## src/rtl/picorv32_obi_pkg.sv

```systemverilog
// Shared types for the picorv32-to-OBI bridge: FSM states, channel select and
// the default read data handed back to the core on a failed access.
package picorv32_obi_pkg;

  typedef enum logic [1:0] {
    IDLE = 2'd0,
    REQ  = 2'd1,
    RSP  = 2'd2,
    DONE = 2'd3
  } state_e;

  typedef enum logic {
    CH_INSTR = 1'b0,
    CH_DATA  = 1'b1
  } channel_e;

  // EBREAK, so a core that consumes a failed fetch traps instead of running junk.
  localparam logic [31:0] ERR_RDATA_DEFAULT = 32'h0010_0073;

  // A store can never be an instruction fetch.
  function automatic logic is_illegal(input logic instr, input logic [3:0] wstrb);
    return instr && (wstrb != 4'b0000);
  endfunction

endpackage

```

## src/rtl/picorv32_obi_bridge.sv

```systemverilog
// Registered bridge from the picorv32 native memory port to OBI instr/data masters,
// with one outstanding access, response timeout, sticky bus-error capture.
module picorv32_obi_bridge
  import picorv32_obi_pkg::*;
#(
  parameter int unsigned TIMEOUT_CYCLES = 256,
  parameter bit          UNIFIED        = 1'b0,
  parameter logic [31:0] ERR_RDATA      = ERR_RDATA_DEFAULT
) (
  input  logic        clk,
  input  logic        rst,
  input  logic        cpu_valid_i,
  input  logic        cpu_instr_i,
  input  logic [31:0] cpu_addr_i,
  input  logic [31:0] cpu_wdata_i,
  input  logic [3:0]  cpu_wstrb_i,
  output logic        cpu_ready_o,
  output logic [31:0] cpu_rdata_o,
  output logic        instr_req_o,
  input  logic        instr_gnt_i,
  input  logic        instr_rvalid_i,
  output logic [31:0] instr_addr_o,
  input  logic [31:0] instr_rdata_i,
  input  logic        instr_err_i,
  output logic        data_req_o,
  input  logic        data_gnt_i,
  input  logic        data_rvalid_i,
  output logic        data_we_o,
  output logic [3:0]  data_be_o,
  output logic [31:0] data_addr_o,
  output logic [31:0] data_wdata_o,
  input  logic [31:0] data_rdata_i,
  input  logic        data_err_i,
  output logic        bus_err_o,
  output logic [31:0] err_addr_o,
  input  logic        err_clr_i
);

  localparam int unsigned CNT_W = (TIMEOUT_CYCLES > 0) ? $clog2(TIMEOUT_CYCLES + 1) : 1;
  localparam logic [CNT_W-1:0] CNT_LAST = CNT_W'(TIMEOUT_CYCLES);

  state_e           state_reg;
  channel_e         ch_reg;
  logic [31:0]      addr_reg;
  logic [1:0]       orphan_reg;
  logic [CNT_W-1:0] tmo_cnt_reg;

  channel_e    new_ch;
  logic        new_illegal;
  logic        act_gnt;
  logic        act_rvalid;
  logic        act_err;
  logic [31:0] act_rdata;
  logic        is_write;
  logic        tmo_hit;
  logic        err_event;
  logic [31:0] err_at;

  assign new_ch      = (UNIFIED || !cpu_instr_i) ? CH_DATA : CH_INSTR;
  assign new_illegal = is_illegal(cpu_instr_i, cpu_wstrb_i);
  assign act_gnt     = (ch_reg == CH_DATA) ? data_gnt_i : instr_gnt_i;
  assign act_rvalid  = ((ch_reg == CH_DATA) ? data_rvalid_i : instr_rvalid_i) && !orphan_reg[ch_reg];
  assign act_err     = (ch_reg == CH_DATA) ? data_err_i : instr_err_i;
  assign act_rdata   = (ch_reg == CH_DATA) ? data_rdata_i : instr_rdata_i;
  assign is_write    = (ch_reg == CH_DATA) && data_we_o;
  // Fires on the last permitted RSP cycle so DONE follows exactly TIMEOUT_CYCLES RSP cycles.
  assign tmo_hit     = (TIMEOUT_CYCLES != 0) && ((tmo_cnt_reg + CNT_W'(1)) == CNT_LAST);

  always_comb begin
    err_event = 1'b0;
    err_at    = addr_reg;
    case (state_reg)
      IDLE: begin
        if (cpu_valid_i && new_illegal) begin
          err_event = 1'b1;
          err_at    = cpu_addr_i;
        end
      end
      RSP: begin
        if (act_rvalid) err_event = act_err;
        else if (tmo_hit) err_event = 1'b1;
      end
      default: err_event = 1'b0;
    endcase
  end

  always_ff @(posedge clk or posedge rst) begin
    if (rst) begin
      state_reg    <= IDLE;
      ch_reg       <= CH_INSTR;
      addr_reg     <= '0;
      orphan_reg   <= '0;
      tmo_cnt_reg  <= '0;
      cpu_ready_o  <= 1'b0;
      cpu_rdata_o  <= '0;
      instr_req_o  <= 1'b0;
      instr_addr_o <= '0;
      data_req_o   <= 1'b0;
      data_we_o    <= 1'b0;
      data_be_o    <= '0;
      data_addr_o  <= '0;
      data_wdata_o <= '0;
      bus_err_o    <= 1'b0;
      err_addr_o   <= '0;
    end else begin
      cpu_ready_o <= 1'b0;

      // A response that belongs to a timed-out access is swallowed wherever it lands.
      if (orphan_reg[CH_INSTR] && instr_rvalid_i) orphan_reg[CH_INSTR] <= 1'b0;
      if (orphan_reg[CH_DATA] && data_rvalid_i) orphan_reg[CH_DATA] <= 1'b0;

      if (err_event) begin
        if (!bus_err_o) err_addr_o <= err_at;
        bus_err_o <= 1'b1;
      end else if (err_clr_i) begin
        bus_err_o <= 1'b0;
      end

      case (state_reg)
        IDLE: begin
          if (cpu_valid_i) begin
            if (new_illegal) begin
              addr_reg    <= cpu_addr_i;
              ch_reg      <= new_ch;
              cpu_ready_o <= 1'b1;
              cpu_rdata_o <= ERR_RDATA;
              state_reg   <= DONE;
            end else if (!orphan_reg[new_ch]) begin
              addr_reg  <= cpu_addr_i;
              ch_reg    <= new_ch;
              state_reg <= REQ;
              if (new_ch == CH_DATA) begin
                data_req_o   <= 1'b1;
                data_addr_o  <= cpu_addr_i;
                data_we_o    <= |cpu_wstrb_i;
                data_be_o    <= cpu_wstrb_i;
                data_wdata_o <= cpu_wdata_i;
                instr_req_o  <= 1'b0;
                instr_addr_o <= '0;
              end else begin
                instr_req_o  <= 1'b1;
                instr_addr_o <= cpu_addr_i;
                data_req_o   <= 1'b0;
                data_addr_o  <= '0;
                data_we_o    <= 1'b0;
                data_be_o    <= '0;
                data_wdata_o <= '0;
              end
            end
          end
        end
        REQ: begin
          if (act_gnt) begin
            instr_req_o <= 1'b0;
            data_req_o  <= 1'b0;
            tmo_cnt_reg <= '0;
            state_reg   <= RSP;
          end
        end
        RSP: begin
          if (act_rvalid) begin
            cpu_ready_o <= 1'b1;
            cpu_rdata_o <= act_err ? ERR_RDATA : (is_write ? 32'h0 : act_rdata);
            state_reg   <= DONE;
          end else if (tmo_hit) begin
            cpu_ready_o        <= 1'b1;
            cpu_rdata_o        <= ERR_RDATA;
            orphan_reg[ch_reg] <= 1'b1;
            state_reg          <= DONE;
          end else if (tmo_cnt_reg != CNT_LAST) begin
            tmo_cnt_reg <= tmo_cnt_reg + CNT_W'(1);
          end
        end
        DONE: state_reg <= IDLE;
        default: state_reg <= IDLE;
      endcase
    end
  end

endmodule
```

## config.mk

```make
export PLATFORM = sky130hd
export DESIGN_NAME = picorv32_obi_bridge
export DESIGN_NICKNAME = d
export VERILOG_FILES = /design/src/rtl/picorv32_obi_pkg.sv /design/src/rtl/picorv32_obi_bridge.sv
export SDC_FILE = /design/constraint.sdc
export NUM_CORES = 1
export LEC_CHECK = 0
export BUFFER_PORTS_ARGS = -buffer_cell sky130_fd_sc_hd__buf_2
export CAP_MARGIN = 10
export CORE_MARGIN = 8
export CORE_UTILIZATION = 33
export CTS_CLUSTER_SIZE = 28
export DETAILED_ROUTE_END_ITERATION = 6
export SLEW_MARGIN = 0
export SYNTH_ARGS = -nofsm -noshare
export SYNTH_HDL_FRONTEND = slang
export SYNTH_SLANG_ARGS = --single-unit
```

## constraint.sdc

```tcl
create_clock -name clk -period 6.8 [get_ports clk]
set_input_delay 1.36 -clock clk [delete_from_list [all_inputs] [get_ports clk]]
set_output_delay 1.36 -clock clk [all_outputs]
set_load 0.005 [all_outputs]
```

==> results.ini, run 1 <==
[worst_hold_path]
hold_path.class=reg2reg
holdPathEnd=instr_addr_o[29]$_DFFE_PP0P_
hp-start=instr_addr_o[29]$_DFFE_PP0P_
worstHoldPathCells=2

[clock_network]
ctsLongestPathBuffers=3
ctsResizeCount=0
cts_tree=done
clk_pin_slew_ns=0.06
ctsHoldBuffers=0
cts-htree-levels=1
cts_root_buffer=clkbuf_16
clk_latency_ns=0.52
cts_setup_buffers=0
clock_sinks=215
cts_buffers=25

[layout]
fillers=2721
final_layout_size_suffix_gt1_share_pct=40.4
layout.nets=1240
synthToLayoutAreaGrowth_pct=27.7
final_util_pct=42.3
diodes=0

[floorplan]
initial_core_util_pct=33.1
die_area_um2=34200
ios=312
die_w_um=185
rows=62
fp.coreArea_um2=28400
die-height_um=185

[critical_path]
ff2ff_path_depth=7
worstPathArrival_ns=4.39
crit_type=in2reg
reg2reg_to=cpu_rdata_o[17]$_DFFE_PP0P_
crit_path_start_kind=input port
worstPathMaxFanout=41
end_kind=register
reg2reg_slack_ns=3.61
crit-reg2reg-launch=ch_reg$_DFFE_PP0P_
required_ns=7.25

[sta]
slew_violations=0
fin_crit_ns=3.93
clock_skew_ns=0.0207
setup_viol=0
max-slew-margin-rel_pct=21.0
rsz0062_at_grt=false
tightest_slew_ns=1.18
fmax_mhz=254
tns_ns=0
hold_violations=0
post-route-period-util_pct=57.8

[synthesis]
synthFlopType=dfrtp_1
seq_area_frac_synth_pct=57.2
ys_types=59
async_flop_share_pct=100
syn_inst=800
synth-edff-count=0
avgSynthCellArea_um2=11.8
syn_nets=949
netlist_area_um2=9410
synth_warnings=0
synth_seq_cells=215

[status]
status=finished, final reports clean

[route]
drc_errors=0
wl_met1_um=11900
ant_nets=0
wl_um=27000
maxUsedRoutingLayer=met5
drtIter0Drc=330
wl_met3_um=2040
avgViaCountPerCell=4.77
vias=7116
routed-wl-met2_um=12600
first_pass_iters=4
wl_per_cell_um=18.1

[grt]
antenna_found_initial=1
grt_max_degree=124
grt_pass1_vias=7485
grt_usage_pct=15.3
overflow=0
grt_pass1_wl_um=41800

[pwr]
irDropWorstVdd_mv=0.232
p_comb_share_pct=35.5
p_clk_share_pct=23.3
power.internal_uw=3630
p_leak_uw=0.00624
pwr-share-seq_pct=41.2
power_density_nw_per_um2=452
switchingPower_uw=1810
swShare_pct=33.2

[place]
io_buffers=311
gp_congestion=0.727
hpwl_um=18700

[job]
maxCapViolCount=0

## cells by family (layout without fill, tap and decap cells)
family / Yosys count / count (layout) / share of synthesized area [%]
AOI/OAI and AO/OA: 177 / 177 / 14.6
xor gates and xnor gates: 1 / 1 / 0.0931
adders and majority gates: 8 / 8 / 1.01
buffers and inverters: 76 / 385 / 4.19
DFF: 215 / 215 / 57.2
muxes: 102 / 102 / 12.9
and+or+nand+nor: 221 / 221 / 9.96
## worst max path at each step
stage                      from                           end  slack [ns]  cells past startpoint
detailed placement  cpu_instr_i  data_wdata_o[14]$_DFFE_PP0P_        2.32                      6
global placement    cpu_instr_i   data_wdata_o[0]$_DFFE_PP0P_        2.39                      6
global route        cpu_instr_i   data_wdata_o[5]$_DFFE_PP0P_        2.57                      6
CTS                 cpu_instr_i   data_addr_o[31]$_DFFE_PP0P_        2.87                      6
finish              cpu_instr_i  data_wdata_o[14]$_DFFE_PP0P_        2.87                      6
floorplan                   rst       addr_reg[0]$_DFFE_PP0P_        2.64                      1
## synthesized netlist by cell type (2+ instances only)
| cell type | n | area (um^2) |
|---|---|---|
| nand4_1 | 4 | 25.0 |
| buf_4 | 2 | 15.0 |
| a22o_1 | 68 | 596 |
| mux2_2 | 34 | 383 |
| o2bb2ai_1 | 26 | 228 |
| ha_1 | 6 | 75.1 |
| buf_6 | 3 | 33.8 |
| mux2i_1 | 38 | 380 |
| nor2_1 | 7 | 26.3 |
| dfrtp_1 | 215 | 5380 |
| a21oi_1 | 3 | 15.0 |
| nand2b_1 | 2 | 12.5 |
| a22oi_1 | 6 | 45.0 |
| a31o_2 | 2 | 17.5 |
| and4_2 | 2 | 20.0 |
| buf_12 | 3 | 60.1 |
| nand3_1 | 3 | 15.0 |
| and3_1 | 4 | 25.0 |
| o21ai_0 | 52 | 260 |
| inv_1 | 21 | 78.8 |
| o211ai_1 | 3 | 22.5 |
| mux2_4 | 30 | 450 |
| buf_1 | 4 | 15.0 |
| clkbuf_1 | 32 | 120 |
| nand2_1 | 186 | 698 |
| maj3_1 | 2 | 20.0 |
| buf_2 | 9 | 45.0 |
| nand3b_1 | 2 | 15.0 |
## cell type report
class	count	area (um^2)	share of cell area, %
tap	384	480	4.00
multi-input combinational	509	3660	30.5
sequential	215	5380	44.8
clock inverter	11	66.3	0.552
clock buffer	34	709	5.91
timing repair buffer	319	1630	13.6
inverter	21	82.6	0.688
## power by group through the flow
stage	Sequential (uW)	Clock (uW)	Combinational [uW]
final	2240	1260	1930
after global routing	2320	1370	2150
after CTS	2240	1310	1980
after detailed placement	2240	0	1990
after global placement	2250	0	1930
after floorplan	2220	0	1160
## metal layers
layer / GRT usage, % / up-vias
met5: 0 / -
met4: 3.68 / 2
met1: 19.7 / 3442
met3: 4.26 / 32
li1: - / 3402
met2: 25.3 / 238
## metrics by stage
step	std cells	hold slack (ns)	worst slack [ns]	total power (uW)	instance area, um^2
final	1493	0.478	2.87	5430	12000
after floorplan	800	0.473	2.64	3380	9410
after detailed placement	1448	0.466	2.32	4230	11200
after global placement	1448	0.458	2.39	4180	11200
after global routing	1493	0.496	2.57	5830	12000
after CTS	1493	0.479	2.87	5530	12000
## critical path: stages
cell     delay [ns]
buf_2          0.63
mux2i_1        0.48
nand3_1        0.24
nor2_4         0.95
buf_4          0.49
a22o_1         0.20
## layout by cell type, fill, tap and decap left out, drive strengths merged, types with 2 or more instances in the layout
cell,count
a211oi,2
a21oi,4
a221oi,2
a22o,68
a22oi,6
a31o,3
and2,2
and3,5
and4,2
buf,319
clkbuf,34
clkinv,9
dfrtp,215
ha,6
inv,22
maj3,2
mux2,64
mux2i,38
nand2,187
nand2b,2
nand3,4
nand3b,2
nand4,5
nor2,7
o211ai,3
o21ai,53
o2bb2ai,26
Note: power is estimated with default switching activity, not from simulation.
==> inputs of run 2 (changes only) <==
==> constraint.sdc (replaced) <==
create_clock -name clk -period 3.5 [get_ports clk]
set_input_delay 0.7 -clock clk [delete_from_list [all_inputs] [get_ports clk]]
set_output_delay 0.7 -clock clk [all_outputs]
set_load 0.005 [all_outputs]
==> results.ini, run 2 (synthesis gave the netlist of run 1 again) <==
[place]
place_inst=1455
gp_congestion=0.748
hpwl_um=19900
io_buffers=311

[clock_network]
ctsLongestPathBuffers=3
cts_tree=done
cts-htree-levels=1
cts_setup_buffers=0
clk_pin_slew_ns=0.06
clk_latency_ns=0.51
cts_buffers=24
cts_root_buffer=clkbuf_16
ctsResizeCount=0
ctsHoldBuffers=0
clock_sinks=215

[sta]
hold_violations=0
tns_ns=0
fin_crit_ns=2.94
rsz0062_at_grt=false
tightest_slew_ns=1.02
hold_slack_ns=0.211
clock_skew_ns=0.0158
post-route-period-util_pct=84.0
max-slew-margin-rel_pct=32.3
slew_violations=0
fmax_mhz=340
setup_viol=0

[critical_path]
cp_top_family=simple AND/OR/NAND/NOR gates
worstPathMaxFanout=32
crit_path_start_kind=register
required_ns=3.90
end_kind=register
cpMaxStageDelayCell=nand2_4
crit_chain=ha_1, and3_1, a31o_4, a221oi_4, nand4_2, nand2_4, mux2_2
cpPeakStageDelay_ns=0.53
worst-path-buf-inv=0
worstPathArrival_ns=3.34
crit_type=reg2reg

[pwr]
total_power_uw=10600
irDropWorstVdd_mv=0.465
power_density_nw_per_um2=877
p_leak_uw=0.00625

[route]
wl_met1_um=12200
routed-wl-met2_um=13100
ant_nets=0
wl_met3_um=2050
first_pass_iters=4
wl_per_cell_um=18.5
drtIter0Drc=336
maxUsedRoutingLayer=met4
wl_um=27700
vias=7118
drc_errors=0
avgViaCountPerCell=4.76

[status]
status=finished, final reports clean

[floorplan]
die_w_um=185
die-height_um=185
die_area_um2=34200
initial_core_util_pct=33.1
fp.coreArea_um2=28400
ios=312
rows=62

[grt]
overflow=0
grt_pass1_vias=7554
grt_max_degree=102
grt_usage_pct=15.9
antenna_found_initial=0
grt_pass1_wl_um=43300

[layout]
mostFrequentLayoutCells=buf_2, dfrtp_1, nand2_1, a22o_1, o21ai_0
diodes=0
synthToLayoutAreaGrowth_pct=28.3
final_cells=1496
final_util_pct=42.5
final_layout_size_suffix_gt1_share_pct=40.5
layout.nets=1246
fillers=2807
final_common_cell=buf_2

[worst_hold_path]
hold_path.class=in2async

[job]
maxCapViolCount=0

[run 2: cell count changes in the layout (fill, tap and decap cells not counted), sizes merged]
cell,delta
buf,+7
bufinv,+1
clkinv,-6
clkinvlp,+2
inv,-1
[run 2: final timing paths]
check                                            start                            to  slack [ns]  cells after the start
min in group clk                        cpu_wdata_i[8]   data_wdata_o[8]$_DFFE_PP0P_        0.41                      2
max in group asynchronous                          rst    cpu_rdata_o[5]$_DFFE_PP0P_        2.51                      3
max reg2reg                 tmo_cnt_reg[0]$_DFFE_PP0P_    err_addr_o[30]$_DFFE_PP0P_        0.56                      7
min reg2reg                instr_addr_o[0]$_DFFE_PP0P_   instr_addr_o[0]$_DFFE_PP0P_        0.47                      2
max                         tmo_cnt_reg[0]$_DFFE_PP0P_    err_addr_o[30]$_DFFE_PP0P_        0.56                      7
min                                                rst  data_wdata_o[30]$_DFFE_PP0P_        0.21                      2
[run 2: final cells by class]
cell class	count	area, um^2	share of cell area (%)
Tap cell	384	480	3.98
Clock buffer	34	688	5.70
Multi-Input combinational cell	509	3660	30.3
Clock inverter	7	83.8	0.695
Timing Repair Buffer	326	1690	14.0
Sequential cell	215	5380	44.6
Inverter	21	82.6	0.684
[run 2: where the power goes]
| part | leakage, uW | switching, uW | total [uW] | internal [uW] |
|---|---|---|---|---|
| Clock | 0.000371 | 1010 | 2450 | 1450 |
| Sequential | 0.00270 | 675 | 4310 | 3640 |
| Combinational | 0.00319 | 1820 | 3820 | 2000 |
| Total | 0.00625 | 3500 | 10600 | 7080 |
[run 2: per-layer routing]
| metal | GRT usage [%] | vias to the layer above |
|---|---|---|
| li1 | - | 3403 |
| met1 | 20.7 | 3433 |
| met2 | 26.3 | 252 |
| met3 | 4.16 | 30 |
| met4 | 3.33 | 0 |
| met5 | 0 | - |
[run 2: metrics by stage]
stage	instance area (um^2)	setup slack (ns)
after floorplan	9410	0.00186
after global placement	11300	0.544
after detailed placement	11300	0.466
after CTS	12100	0.540
after global routing	12100	0.375
final	12100	0.559
==> inputs of run 3 (changes only) <==
==> constraint.sdc (replaced) <==
create_clock -name clk -period 2.98 [get_ports clk]
set_input_delay 0.596 -clock clk [delete_from_list [all_inputs] [get_ports clk]]
set_output_delay 0.596 -clock clk [all_outputs]
set_load 0.005 [all_outputs]
==> results.ini, run 3 (synthesis gave the netlist of run 1 again) <==
[status]
status=finished, final reports clean

[grt]
grt-busiest-layer=met2
grtUsageMet3_pct=4.26
antenna_found_initial=2
grt_util_met1_pct=19.9
grt_max_degree=83
grt_pass1_vias=7541
overflow=0
grt_pass1_wl_um=41800
gr-usage-met2_pct=25.0
grt_usage_pct=15.4

[sta]
fmax_mhz=385
setup_viol=0
hold_slack_ns=0.124
tns_ns=0
clock_skew_ns=0.0149
max-slew-margin-rel_pct=37.9
post-route-period-util_pct=87.1
slew_violations=0
hold_violations=0
rsz0062_at_grt=false
fin_crit_ns=2.60
tightest_slew_ns=0.932

[job]
maxCapViolCount=0

[route]
drc_errors=0
drtIter0Drc=294
wl_um=27000
wl_per_cell_um=17.9
first_pass_iters=4
ant_nets=0
avgViaCountPerCell=4.73
vias=7149

[clock_network]
clk_latency_ns=0.52
clk_pin_slew_ns=0.06
ctsLongestPathBuffers=3
cts_root_buffer=clkbuf_16
cts_buffers=25
cts_setup_buffers=0
clock_sinks=215
ctsHoldBuffers=0
cts_tree=done
ctsResizeCount=0
cts-htree-levels=1

[critical_path]
worstPathMaxFanout=32
cpPeakStageDelay_ns=0.68
cp_top_family=compound AO/OA/AOI/OAI gates
crit_type=reg2reg
cpMaxStageDelayCell=o22ai_4
required_ns=3.33
end_kind=register
worstPathArrival_ns=2.95
crit_path_start_kind=register
crit_chain=ha_1, and3_1, xor2_1, a31o_2, and2_4, o22ai_4, a22oi_1
worst-path-buf-inv=0

[layout]
mostFrequentLayoutCells=buf_2, dfrtp_1, nand2_1, a22o_1, o21ai_0
synthToLayoutAreaGrowth_pct=30.9
finalInstanceArea_um2=12300
fillers=2690
final_cells=1510
layout.nets=1255
final_common_cell=buf_2
final_layout_size_suffix_gt1_share_pct=41.6

[floorplan]
rows=62
die-height_um=185
ios=312
fp.coreArea_um2=28400
die_w_um=185
initial_core_util_pct=33.1
die_area_um2=34200

[pwr]
swShare_pct=32.3
p_comb_share_pct=35.3
power_density_nw_per_um2=1050
p_clk_share_pct=25.5
p_leak_uw=0.00638
pwr-share-seq_pct=39.2
irDropWorstVdd_mv=0.475
power.internal_uw=8730
switchingPower_uw=4150

[place]
gp_congestion=0.765
io_buffers=311
placed_cell_area_um2=11400
hpwl_um=19500
place_inst=1463

[worst_hold_path]
hold_path.class=in2async

run 3: changes by cell type in the layout (fill, tap and decap cells not counted), sizes merged:
cell | before | now
buf | 326 | 334
bufinv | 1 | 4
clkbuf | 34 | 31
clkinv | 3 | 6
diode | 0 | 1
inv | 21 | 23
run 3: worst paths after layout:
check	endpoint	depth (start not counted)	from	slack [ns]
max	cpu_rdata_o[4]$_DFFE_PP0P_	7	tmo_cnt_reg[0]$_DFFE_PP0P_	0.38
min	err_addr_o[31]$_DFFE_PP0P_	2	rst	0.12
max reg2reg	cpu_rdata_o[4]$_DFFE_PP0P_	7	tmo_cnt_reg[0]$_DFFE_PP0P_	0.38
min reg2reg	instr_addr_o[27]$_DFFE_PP0P_	2	instr_addr_o[27]$_DFFE_PP0P_	0.47
max in group asynchronous	data_wdata_o[10]$_DFFE_PP0P_	3	rst	2.04
min in group clk	data_wdata_o[26]$_DFFE_PP0P_	2	cpu_wdata_i[26]	0.30
run 3: layout make-up:
| cell class | count | area [um^2] | share of cell area (%) |
|---|---|---|---|
| inverters | 21 | 82.6 | 0.671 |
| flip-flops and latches | 215 | 5380 | 43.7 |
| diodes | 1 | 2.50 | 0.0203 |
| well taps | 384 | 480 | 3.90 |
| repair buffers | 334 | 1800 | 14.7 |
| clock buffers | 31 | 708 | 5.75 |
| clock inverters | 15 | 191 | 1.56 |
| multi-input cells | 509 | 3660 | 29.7 |
run 3: power groups by stage:
stage,combinational [uW],clock (uW),sequential (uW)
finish,4550,3280,5050
global route,5050,3510,5230
CTS,4670,3390,5060
detailed placement,4690,0,5050
global placement,4570,0,5070
floorplan,2650,0,5070
run 3: layer usage:
layer	vias to the layer above	share of wire, %
met5	-	0.044
met4	2	1.9
met3	37	7.9
met2	240	47
met1	3432	44
li1	3438	-
run 3: metrics by stage:
step           util (%)  setup slack (ns)  power, uW
2_1_floorplan         -            -0.414       7720
3_3_place_gp       40.2             0.324       9640
3_5_place_dp       40.2             0.298       9740
4_1_cts            43.4             0.364      13100
5_1_grt            43.4             0.205      13800
6_report           43.4             0.385      12900
run 3: worst reg2reg max path, stage by stage, from the launching register on:
cell	delay [ns]
dfrtp_1	0.39
ha_1	0.24
and3_1	0.27
xor2_1	0.17
a31o_2	0.30
and2_4	0.16
o22ai_4	0.68
a22oi_1	0.22
